<file path="config.mk">
export PLATFORM = sky130hd
export DESIGN_NAME = hazard_unit
export DESIGN_NICKNAME = d
export VERILOG_FILES = /design/src/rtl/hazard_unit.sv
export SDC_FILE = /design/constraint.sdc
export NUM_CORES = 1
export LEC_CHECK = 0
export CORE_UTILIZATION = 41
export CTS_BUF_LIST = sky130_fd_sc_hd__clkbuf_8
export DETAILED_ROUTE_END_ITERATION = 12
export MAX_ROUTING_LAYER = met4
export PLACE_DENSITY = 0.93
export SKIP_CTS_REPAIR_TIMING = 1
export SLEW_MARGIN = 10
export SYNTH_ARGS = -nofsm -noshare
export SYNTH_HDL_FRONTEND = slang
export SYNTH_SLANG_ARGS = --single-unit
</file>
<file path="constraint.sdc">
create_clock -name clk -period 3.45 [get_ports clk]
set_input_delay 0.345 -clock clk [delete_from_list [all_inputs] [get_ports clk]]
set_output_delay 0.345 -clock clk [all_outputs]
set_load 0.005 [all_outputs]
</file>
<file path="src/rtl/hazard_unit.sv">
// Hazard and forwarding controller for the 5-stage scalar/vector pipeline.
// Resolves load-use and branch hazards, selects bypass paths and sequences vector memory lanes in M.
module hazard_unit #(
    parameter int VLANES = 8,
    parameter int RW     = 5
) (
    input  logic          clk,
    input  logic          reset,
    input  logic [RW-1:0] rsD,
    input  logic [RW-1:0] rtD,
    input  logic [RW-1:0] rsE,
    input  logic [RW-1:0] rtE,
    input  logic [RW-1:0] writeregE,
    input  logic [RW-1:0] writeregM,
    input  logic [RW-1:0] writeregW,
    input  logic          regwriteE,
    input  logic          regwriteM,
    input  logic          regwriteW,
    input  logic          memtoregE,
    input  logic          memtoregM,
    input  logic [1:0]    branchD,
    input  logic          jumpD,
    input  logic          pcsrcD,
    input  logic          memwriteM,
    input  logic          memdataM,
    output logic          stallF,
    output logic          stallD,
    output logic          stallE,
    output logic          stallM,
    output logic          flushD,
    output logic          flushE,
    output logic          flushW,
    output logic          forwardaD,
    output logic          forwardbD,
    output logic [1:0]    forwardaE,
    output logic [1:0]    forwardbE,
    output logic [3:0]    vlaneM,
    output logic          vbusyM
);

    if (VLANES < 2 || VLANES > 16) begin : g_badLanes
        $error("hazard_unit: VLANES must be within 2..16");
    end

    localparam logic [3:0] LAST_LANE = 4'(VLANES - 1);

    typedef enum logic {IDLE, BUSY} vstate_t;

    vstate_t    state;
    vstate_t    stateNext;
    logic [3:0] lane;
    logic [3:0] laneNext;

    logic lwstall;
    logic branchstall;
    logic vtrig;
    logic vstall;

    // A producer only matches when it writes a real register; $0 never bypasses.
    function automatic logic regHit(logic [RW-1:0] src, logic we, logic [RW-1:0] dst);
        return (src != '0) && we && (dst == src);
    endfunction

    // ---------------- forwarding ----------------
    assign forwardaE = regHit(rsE, regwriteM, writeregM) ? 2'b10 :
                       regHit(rsE, regwriteW, writeregW) ? 2'b01 : 2'b00;
    assign forwardbE = regHit(rtE, regwriteM, writeregM) ? 2'b10 :
                       regHit(rtE, regwriteW, writeregW) ? 2'b01 : 2'b00;
    assign forwardaD = regHit(rsD, regwriteM, writeregM);
    assign forwardbD = regHit(rtD, regwriteM, writeregM);

    // ---------------- scalar hazards ----------------
    assign lwstall = memtoregE && (rtE != '0) && ((rtE == rsD) || (rtE == rtD));

    assign branchstall = (branchD != 2'b00) &&
        ((regwriteE && (writeregE != '0) && ((writeregE == rsD) || (writeregE == rtD))) ||
         (memtoregM && (writeregM != '0) && ((writeregM == rsD) || (writeregM == rtD))));

    // NOTE: vtrig is qualified by reset so the sequencer outputs stay quiet while reset is held,
    // even though the comb decode below would otherwise react to a vector op sitting in M.
    assign vtrig = reset && memdataM && (memwriteM || memtoregM);

    // ---------------- vector sequencer: state register ----------------
    // NOTE: state is updated with non-blocking assignments so every reader sees the pre-edge value.
    always_ff @(posedge clk or negedge reset) begin
        if (!reset) begin
            state <= IDLE;
            lane  <= '0;
        end else begin
            state <= stateNext;
            lane  <= laneNext;
        end
    end

    // ---------------- vector sequencer: next state ----------------
    // NOTE: every comb output gets a default first so no path infers a latch.
    always_comb begin
        stateNext = state;
        laneNext  = lane;
        case (state)
            IDLE: begin
                if (vtrig) begin
                    stateNext = BUSY;
                    laneNext  = 4'd1;
                end else begin
                    laneNext  = '0;
                end
            end
            BUSY: begin
                if (lane == LAST_LANE) begin
                    stateNext = IDLE;
                    laneNext  = '0;
                end else begin
                    laneNext  = lane + 4'd1;
                end
            end
        endcase
    end

    // ---------------- vector sequencer: outputs ----------------
    always_comb begin
        vstall = 1'b0;
        vlaneM = '0;
        vbusyM = 1'b0;
        case (state)
            IDLE: begin
                vstall = vtrig;
                vbusyM = vtrig;
            end
            BUSY: begin
                vlaneM = lane;
                vbusyM = 1'b1;
                vstall = (lane != LAST_LANE);
            end
        endcase
    end

    // ---------------- pipeline control ----------------
    // The vector stall freezes E and M; a bubble in W keeps the frozen M op from retiring twice.
    assign stallF = lwstall || branchstall || vstall;
    assign stallD = stallF;
    assign stallE = vstall;
    assign stallM = vstall;
    assign flushW = vstall;
    assign flushE = (lwstall || branchstall) && !vstall;
    assign flushD = (pcsrcD || jumpD) && !stallD;

endmodule

</file>
* Yosys cells after proc, flatten, opt, wreduce, memory -nomap -nowiden
Index checks and enable logic that the tools add are counted.
** Word-level totals
- Register bits after elaboration :: 5
- Input port bits :: 48
- Output and inout port bits :: 18
** Cells by class
- Add/subtract/negate cells :: 1
- Equality and inequality tests :: 12
- Muxes and demuxes :: 13
- Bitwise logic cells :: 1
- Reductions and logical operators :: 40
** Operator list (count)
- equality test 5 bit :: 10
- nonzero test 5 bit :: 6
- logical AND 1 bit :: 23
- logical OR 1 bit :: 8
- two-way mux 4 bit :: 2
- one-hot mux 4 bit (2 select lines) :: 1
- one-hot mux 1 bit (2 select lines) :: 3
- two-way mux 1 bit :: 5
- adder 4 x 1 -> 4 bit, second input constant :: 1
- equality test 4 x 3 -> 1 bit, second input constant :: 1
- two-way mux 2 bit :: 2
- != test 4 x 3 -> 1 bit, second input constant :: 1
- zero test 1 bit :: 2
- nonzero test 2 bit :: 1
- NOT 1 bit :: 1

* Longest topological paths before layout
Gate-level depths: netlist of run 1.
- Word-level depth :: 9
- Gate-level depth with buffers :: 7

* Least setup slack after synthesis of run 1
Ideal clock, no wire load.
- Path kind :: input to output
- From :: input rtE[2]
- To :: output stallF
- Arrival :: 1647 ps
- Required time :: 3105 ps
- Slack :: 1458 ps
- Cell stages on the path :: 7
- Path buffers :: 2
- Cells stage by stage :: buf_2 > or4_4 > nor2_4 > nor2b_2 > a22oi_4 > nand3_1 > buf_4
** On the way
- Cells in the longest elaborated chain, start to end :: 5
- Elaborated cells on any way between the ends :: 8
- Those cells by class :: eq/ne: 2; reduce/logical: 6
** Ends and longest elaborated chain
- start, declared :: RTL line 12 : input logic [RW-1:0] rtE,
- equality test 5 bit or nonzero test 5 bit (tied branches) :: RTL line 73 : assign lwstall = memtoregE && (rtE != '0) && ((rtE == rsD) || (rtE == rtD));
- logical OR 1 bit or logical AND 1 bit (tied branches) :: RTL line 73
- logical AND 1 bit (*) :: RTL line 73
- logical OR 1 bit (*) (2 in a row) :: RTL line 140 : assign stallF = lwstall || branchstall || vstall;
- end, declared :: RTL line 26 : output logic stallF,
Every way passes the cells marked *; elsewhere a longest branch is shown, timed or not.

* Worst setup path after layout of run 1
- From :: input rtE[1]
- To :: output flushD
** On the way
- Cells in the longest elaborated chain, start to end :: 7
- Elaborated cells on any way between the ends :: 10
- Those cells by class :: eq/ne: 2; reduce/logical: 8
** Ends and longest elaborated chain
- equality test 5 bit or nonzero test 5 bit (tied branches) :: RTL line 73
- logical OR 1 bit or logical AND 1 bit (tied branches) :: RTL line 73
- logical AND 1 bit (*) :: RTL line 73
- logical OR 1 bit (*) (2 in a row) :: RTL line 140
- zero test 1 bit (*) :: RTL line 146 : assign flushD = (pcsrcD || jumpD) && !stallD;
- logical AND 1 bit (*) :: RTL line 146
- end, declared :: RTL line 30 : output logic flushD,
Marked as above.

==> results.py, run 1 <==
metrics = {
    "die": {
        "start_util_pct": 44.8,
        "rows": 17,
        "die_w_um": 52.1,
        "dieArea_um2": 2720,
        "fp.dieH_um": 52.1,
        "io_pins": 66,
        "core-area_um2": 2300,
    },
    "placement": {
        "io_buffers": 65,
        "hpwl_um": 2710,
        "dpl.cell_count": 212,
        "gp_congestion": 0.899,
        "placed_area_um2": 1640,
    },
    "synth": {
        "synth_seq_area_share_pct": 12.2,
        "synth_edf_count": 0,
        "post_synth.cell_area_avg_um2": 7.80,
        "synth-seq-cells": 5,
        "syn_area_um2": 1030,
        "synth_ff_type": "dfrtp_1",
        "syn_inst": 132,
        "synth_warnings": 0,
        "synth_fp_nets": 181,
        "ys_types": 31,
        "synth_async_sr_flop_share_pct": 100,
    },
    "global_routing": {
        "grt_pass1_vias": 1197,
        "grt-ovfl-total": 0,
        "grt_usage_pct": 25.9,
        "grt_pass1_wl_um": 5140,
        "antenna_found_initial": 0,
        "grt_max_degree": 9,
    },
    "cells_and_area": {
        "layoutNonFillerInstCount": 216,
        "antennaDiodeCount": 0,
        "finish.utilization_pct": 73.5,
        "seq_area_um2": 125,
        "final_cell_mix": "clkdlybuf4s50_1, xnor2_1, xor2_1",
        "fillCellCount": 186,
        "drive_above_1_share_pct": 3.72,
        "design_area_um2": 1690,
        "layout_commonest_cell": "clkdlybuf4s50_1",
        "area_delta_synth_final_pct": 64.0,
        "multi_input_area_um2": 830,
        "nets": 238,
    },
    "clock_network": {
        "htreeDepth": 1,
        "root_buffer": "clkbuf_8",
        "cts_tree": "done",
        "insertion_delay_ns": 0.22,
        "cts.sinks": 5,
        "clkTransAtPathRegs_ns": 0.04,
        "cts_made_buffers": 3,
        "clockBufferDepth": 2,
    },
    "sta": {
        "hold_viol": 0,
        "max_clock_freq_mhz": 342,
        "fin_tns_setup_ns": 0,
        "clock_skew_ns": 0.00514,
        "fin_crit_sh_pct": 84.9,
        "finalMaxSlewViolations": 0,
        "setup_viol": 0,
        "finalCriticalPeriod_ns": 2.93,
        "tightest_slew_ns": 0.412,
        "hold_ws_ns": 0.358,
        "relSlewSlack_pct": 72.3,
        "rsz0062_at_grt": "no",
    },
    "pwr": {
        "power_density_nw_per_um2": 340,
        "vdd_ir_drop_max_uv": 561,
        "p_leak_nw": 0.588,
    },
    "routing": {
        "detail_route.wirelength_um": 3270,
        "routedWlPerCell_um": 15.1,
        "firstDrtPassIters": 4,
        "drtAntennaViolNets": 0,
        "vias": 1155,
        "routed_via_density": 5.35,
        "drc_errors": 0,
        "drt_iter0_drc": 20,
    },
    "worst_setup_path": {
        "endpoint_kind": "output pin",
        "arrival_ns": 2.58,
        "worst-path-max-fanout": 5,
        "required_ns": 3.11,
        "cp-start-kind": "input port",
        "crit_type": "input port to output pin",
    },
    "worst_hold_path": {
        "hold_class": "input port to asynchronous set/reset pin",
    },
    "outcome": {
        "status": "finished clean",
    },
    "job": {
        "cap_viol_max_count": 0,
    },
}
-- kinds of logic after synthesis --
family,share of synthesized area (%)
adder cells (fa/ha/maj),1.21
AO/OA/AOI/OAI,10.1
buffers and inverters,7.29
XOR/XNOR,43.4
flip-flops,12.2
AND/OR/NAND/NOR,25.9
-- worst paths after layout --
check / start / endpoint / slack, ns / cells after the start
worst max register to register: state$_DFF_PN0_ / state$_DFF_PN0_ / 2.13 / 4
min in group clk: lane[3]$_DFF_PN0_ / lane[3]$_DFF_PN0_ / 0.58 / 2
worst max-delay path: rtE[1] / flushD / 0.52 / 7
max in group asynchronous: reset / lane[0]$_DFF_PN0_ / 2.88 / 1
worst min register to register: lane[3]$_DFF_PN0_ / lane[3]$_DFF_PN0_ / 0.58 / 2
worst min-delay path: reset / lane[3]$_DFF_PN0_ / 0.36 / 1
-- sequential cells by signal, summed over array words and instances, names as in the netlist --
| signal | cells |
|---|---|
| lane | 4 |
| state | 1 |
-- stage by stage --
stage | setup slack, ns | power, mW
after global routing | 0.414 | 0.617
after global placement | 0.581 | 0.445
final | 0.522 | 0.574
after detailed placement | 0.524 | 0.462
after CTS | 0.528 | 0.577
after floorplan | 1.46 | 0.283
-- Yosys cell counts, types with 2 or more instances --
cell type	instances	area share [%]
a21oi_1	4	1.9
and2_1	6	3.6
buf_2	3	1.5
buf_4	3	2.2
clkbuf_1	5	1.8
dfrtp_1	5	12
nand2_1	7	2.6
nand3_1	8	3.9
nand4_1	4	2.4
nor2_1	5	1.8
nor3_1	4	1.9
nor4_1	4	2.4
o21ai_0	3	1.5
o22ai_1	2	1.2
or4_1	4	2.9
xnor2_1	40	34
xor2_1	11	9.4
-- area by class of cell --
class / count / area share, %
multi-input combinational: 113 / 49.1
timing repair buffer: 65 / 38.5
sequential: 5 / 7.41
clock buffer: 3 / 2.44
tap: 28 / 2.07
clock inverter: 1 / 0.222
inverter: 1 / 0.222
-- power breakdown --
group	leakage, nW	internal, mW	switching (mW)
Combinational	0.502	0.219	0.143
Sequential	0.0591	0.0845	0.0198
Clock	0.0269	0.0765	0.0314
-- metal layers --
metal  up-vias  part of all wire, %  track usage (%)
met1       543                   41             28.8
met2        47                   53             47.9
met3         4                  5.2             4.39
met5         -                    0                -
met4         0                  1.1             4.95
li1        561                    -                -
-- critical path, stage by stage --
cell and delay (ns):
clkdlybuf4s50_1 0.54, or4_4 0.61, nor2_4 0.13, nor2b_2 0.07, a22oi_4 0.20, o2111a_1 0.19, clkdlybuf4s50_1 0.50
(Power assumes the default switching activity.)
==> inputs of run 2 (changes only) <==
--- a/config.mk
+++ b/config.mk
@@ -5,11 +5,11 @@
 export SDC_FILE = /design/constraint.sdc
 export NUM_CORES = 1
 export LEC_CHECK = 0
-export CORE_UTILIZATION = 41
+export CORE_UTILIZATION = 38
 export CTS_BUF_LIST = sky130_fd_sc_hd__clkbuf_8
 export DETAILED_ROUTE_END_ITERATION = 12
 export MAX_ROUTING_LAYER = met4
-export PLACE_DENSITY = 0.93
+export PLACE_DENSITY = 0.87
 export SKIP_CTS_REPAIR_TIMING = 1
 export SLEW_MARGIN = 10
 export SYNTH_ARGS = -nofsm -noshare
==> constraint.sdc (replaced) <==
create_clock -name clk -period 2.78 [get_ports clk]
set_input_delay 0.278 -clock clk [delete_from_list [all_inputs] [get_ports clk]]
set_output_delay 0.278 -clock clk [all_outputs]
set_load 0.005 [all_outputs]
==> results.py, run 2 (synthesis results as in run 1) <==
metrics = {
    "outcome": {
        "status": "finished clean",
    },
    "cells_and_area": {
        "area_delta_synth_final_pct": 70.1,
        "layout_commonest_cell": "clkdlybuf4s50_1",
        "top_register": "lane",
        "multi_input_area_um2": 830,
        "drive_above_1_share_pct": 7.65,
        "fillCellCount": 203,
        "final_cell_mix": "clkdlybuf4s50_1, xnor2_1, xor2_1",
        "reg.largest.list": "lane (4), state (1)",
        "layoutNonFillerInstCount": 226,
        "antennaDiodeCount": 0,
        "nets": 246,
        "largest_reg_flops": 4,
        "seq_area_um2": 125,
    },
    "sta": {
        "finalCriticalPeriod_ns": 2.64,
        "tightest_slew_ns": 0.327,
        "max_clock_freq_mhz": 379,
        "rsz0062_at_grt": "no",
        "finalMaxSlewViolations": 0,
        "setup_viol": 0,
        "hold_viol": 0,
        "hold_ws_ns": 0.296,
        "clock_skew_ns": 0.00644,
        "relSlewSlack_pct": 78.0,
        "fin_tns_setup_ns": 0,
        "fin_crit_sh_pct": 95.0,
    },
    "die": {
        "rows": 18,
        "dieArea_um2": 2920,
        "die_w_um": 54.1,
        "io_pins": 66,
        "start_util_pct": 40.8,
        "core-area_um2": 2520,
        "fp.dieH_um": 54.1,
    },
    "worst_setup_path": {
        "critical_path.cell_chain": "clkdlybuf4s50_1 > or4_4 > nor2_4 > nor2b_2 > a22oi_4 > o2111a_1 > clkdlybuf4s50_1",
        "worst-path-max-fanout": 3,
        "crit_top_cell": "clkdlybuf4s50_1",
        "critPathMaxStageDelay_ns": 0.56,
        "endpoint_kind": "output pin",
        "crit_type": "input port to output pin",
        "required_ns": 2.50,
        "arrival_ns": 2.36,
        "slowest_stage": "or4_4",
        "cp-start-kind": "input port",
    },
    "routing": {
        "firstDrtPassIters": 4,
        "detail_route.wirelength_um": 3270,
        "vias": 1150,
        "drtAntennaViolNets": 0,
        "routed_via_density": 5.09,
        "routedWlPerCell_um": 14.5,
        "drt_iter0_drc": 11,
        "drc_errors": 0,
    },
    "worst_hold_path": {
        "hold_class": "input port to asynchronous set/reset pin",
    },
    "clock_network": {
        "clockBufferDepth": 2,
        "clkTransAtPathRegs_ns": 0.04,
        "htreeDepth": 1,
        "cts_tree": "done",
        "cts.sinks": 5,
        "cts_made_buffers": 3,
        "insertion_delay_ns": 0.22,
        "root_buffer": "clkbuf_8",
    },
    "placement": {
        "io_buffers": 65,
        "hpwl_um": 2810,
        "dpl.cell_count": 222,
        "gp_congestion": 0.948,
    },
    "global_routing": {
        "grt_usage_pct": 23.7,
        "grt_max_degree": 9,
        "busiest_layer": "met2",
        "grt-ovfl-total": 0,
        "antenna_found_initial": 0,
        "grt_use_met1_pct": 25.5,
        "grt_pass1_vias": 1119,
        "grt_util_met2_pct": 44.9,
        "grt_util_met3_pct": 1.69,
        "grt_pass1_wl_um": 4890,
    },
    "pwr": {
        "p_leak_nw": 0.626,
        "finalPower_mw": 0.717,
        "vdd_ir_drop_max_uv": 456,
        "power_density_nw_per_um2": 410,
    },
    "job": {
        "cap_viol_max_count": 0,
    },
}
-- run 2: cell count changes in the layout (fill, tap and decap cells not counted), sizes merged --
cell,change
buf,+8
-- run 2: cell type report --
| type | instances | share of cell area (%) |
|---|---|---|
| multi-input cells | 113 | 47.4 |
| clock inverters | 1 | 0.214 |
| clock buffers | 3 | 2.36 |
| inverters | 1 | 0.214 |
| flip-flops and latches | 5 | 7.14 |
| well taps | 30 | 2.14 |
| repair buffers | 73 | 40.6 |
-- run 2: worst paths after layout --
path / startpoint / endpoint / slack (ns) / cells past startpoint
worst max-delay path: rtE[1] / flushD / 0.14 / 7
worst min-delay path: reset / lane[0]$_DFF_PN0_ / 0.30 / 1
worst max register to register: state$_DFF_PN0_ / state$_DFF_PN0_ / 1.47 / 4
worst min register to register: lane[3]$_DFF_PN0_ / lane[3]$_DFF_PN0_ / 0.57 / 2
max in group asynchronous: reset / lane[3]$_DFF_PN0_ / 2.26 / 1
min in group clk: lane[3]$_DFF_PN0_ / lane[3]$_DFF_PN0_ / 0.57 / 2
-- run 2: critical path: cells and delay by family --
family                 cells  cell delay, ns
AND/OR/NAND/NOR            3            0.75
buffers and inverters      2            0.94
AO/OA/AOI/OAI              2            0.39
-- run 2: power breakdown --
group | total (mW) | switching, mW | internal [mW] | leakage [nW]
clock network | 0.133 | 0.0382 | 0.0949 | 0.0269
registers | 0.132 | 0.0266 | 0.105 | 0.0591
logic | 0.453 | 0.176 | 0.277 | 0.540
-- run 2: metrics by stage --
step,util [%],worst slack (ns),cell area (µm²)
after floorplan,-,0.922,1030
after global placement,67.7,0.187,1710
after detailed placement,67.7,0.134,1710
after CTS,69.4,0.135,1750
after global routing,69.4,0.0430,1750
final,69.4,0.140,1750
-- run 2: layer usage --
| metal | vias to the layer above | part of all wire [%] |
|---|---|---|
| met2 | 33 | 56 |
| li1 | 575 | - |
| met5 | - | 0 |
| met3 | 4 | 3.4 |
| met4 | 0 | 1.0 |
| met1 | 538 | 39 |
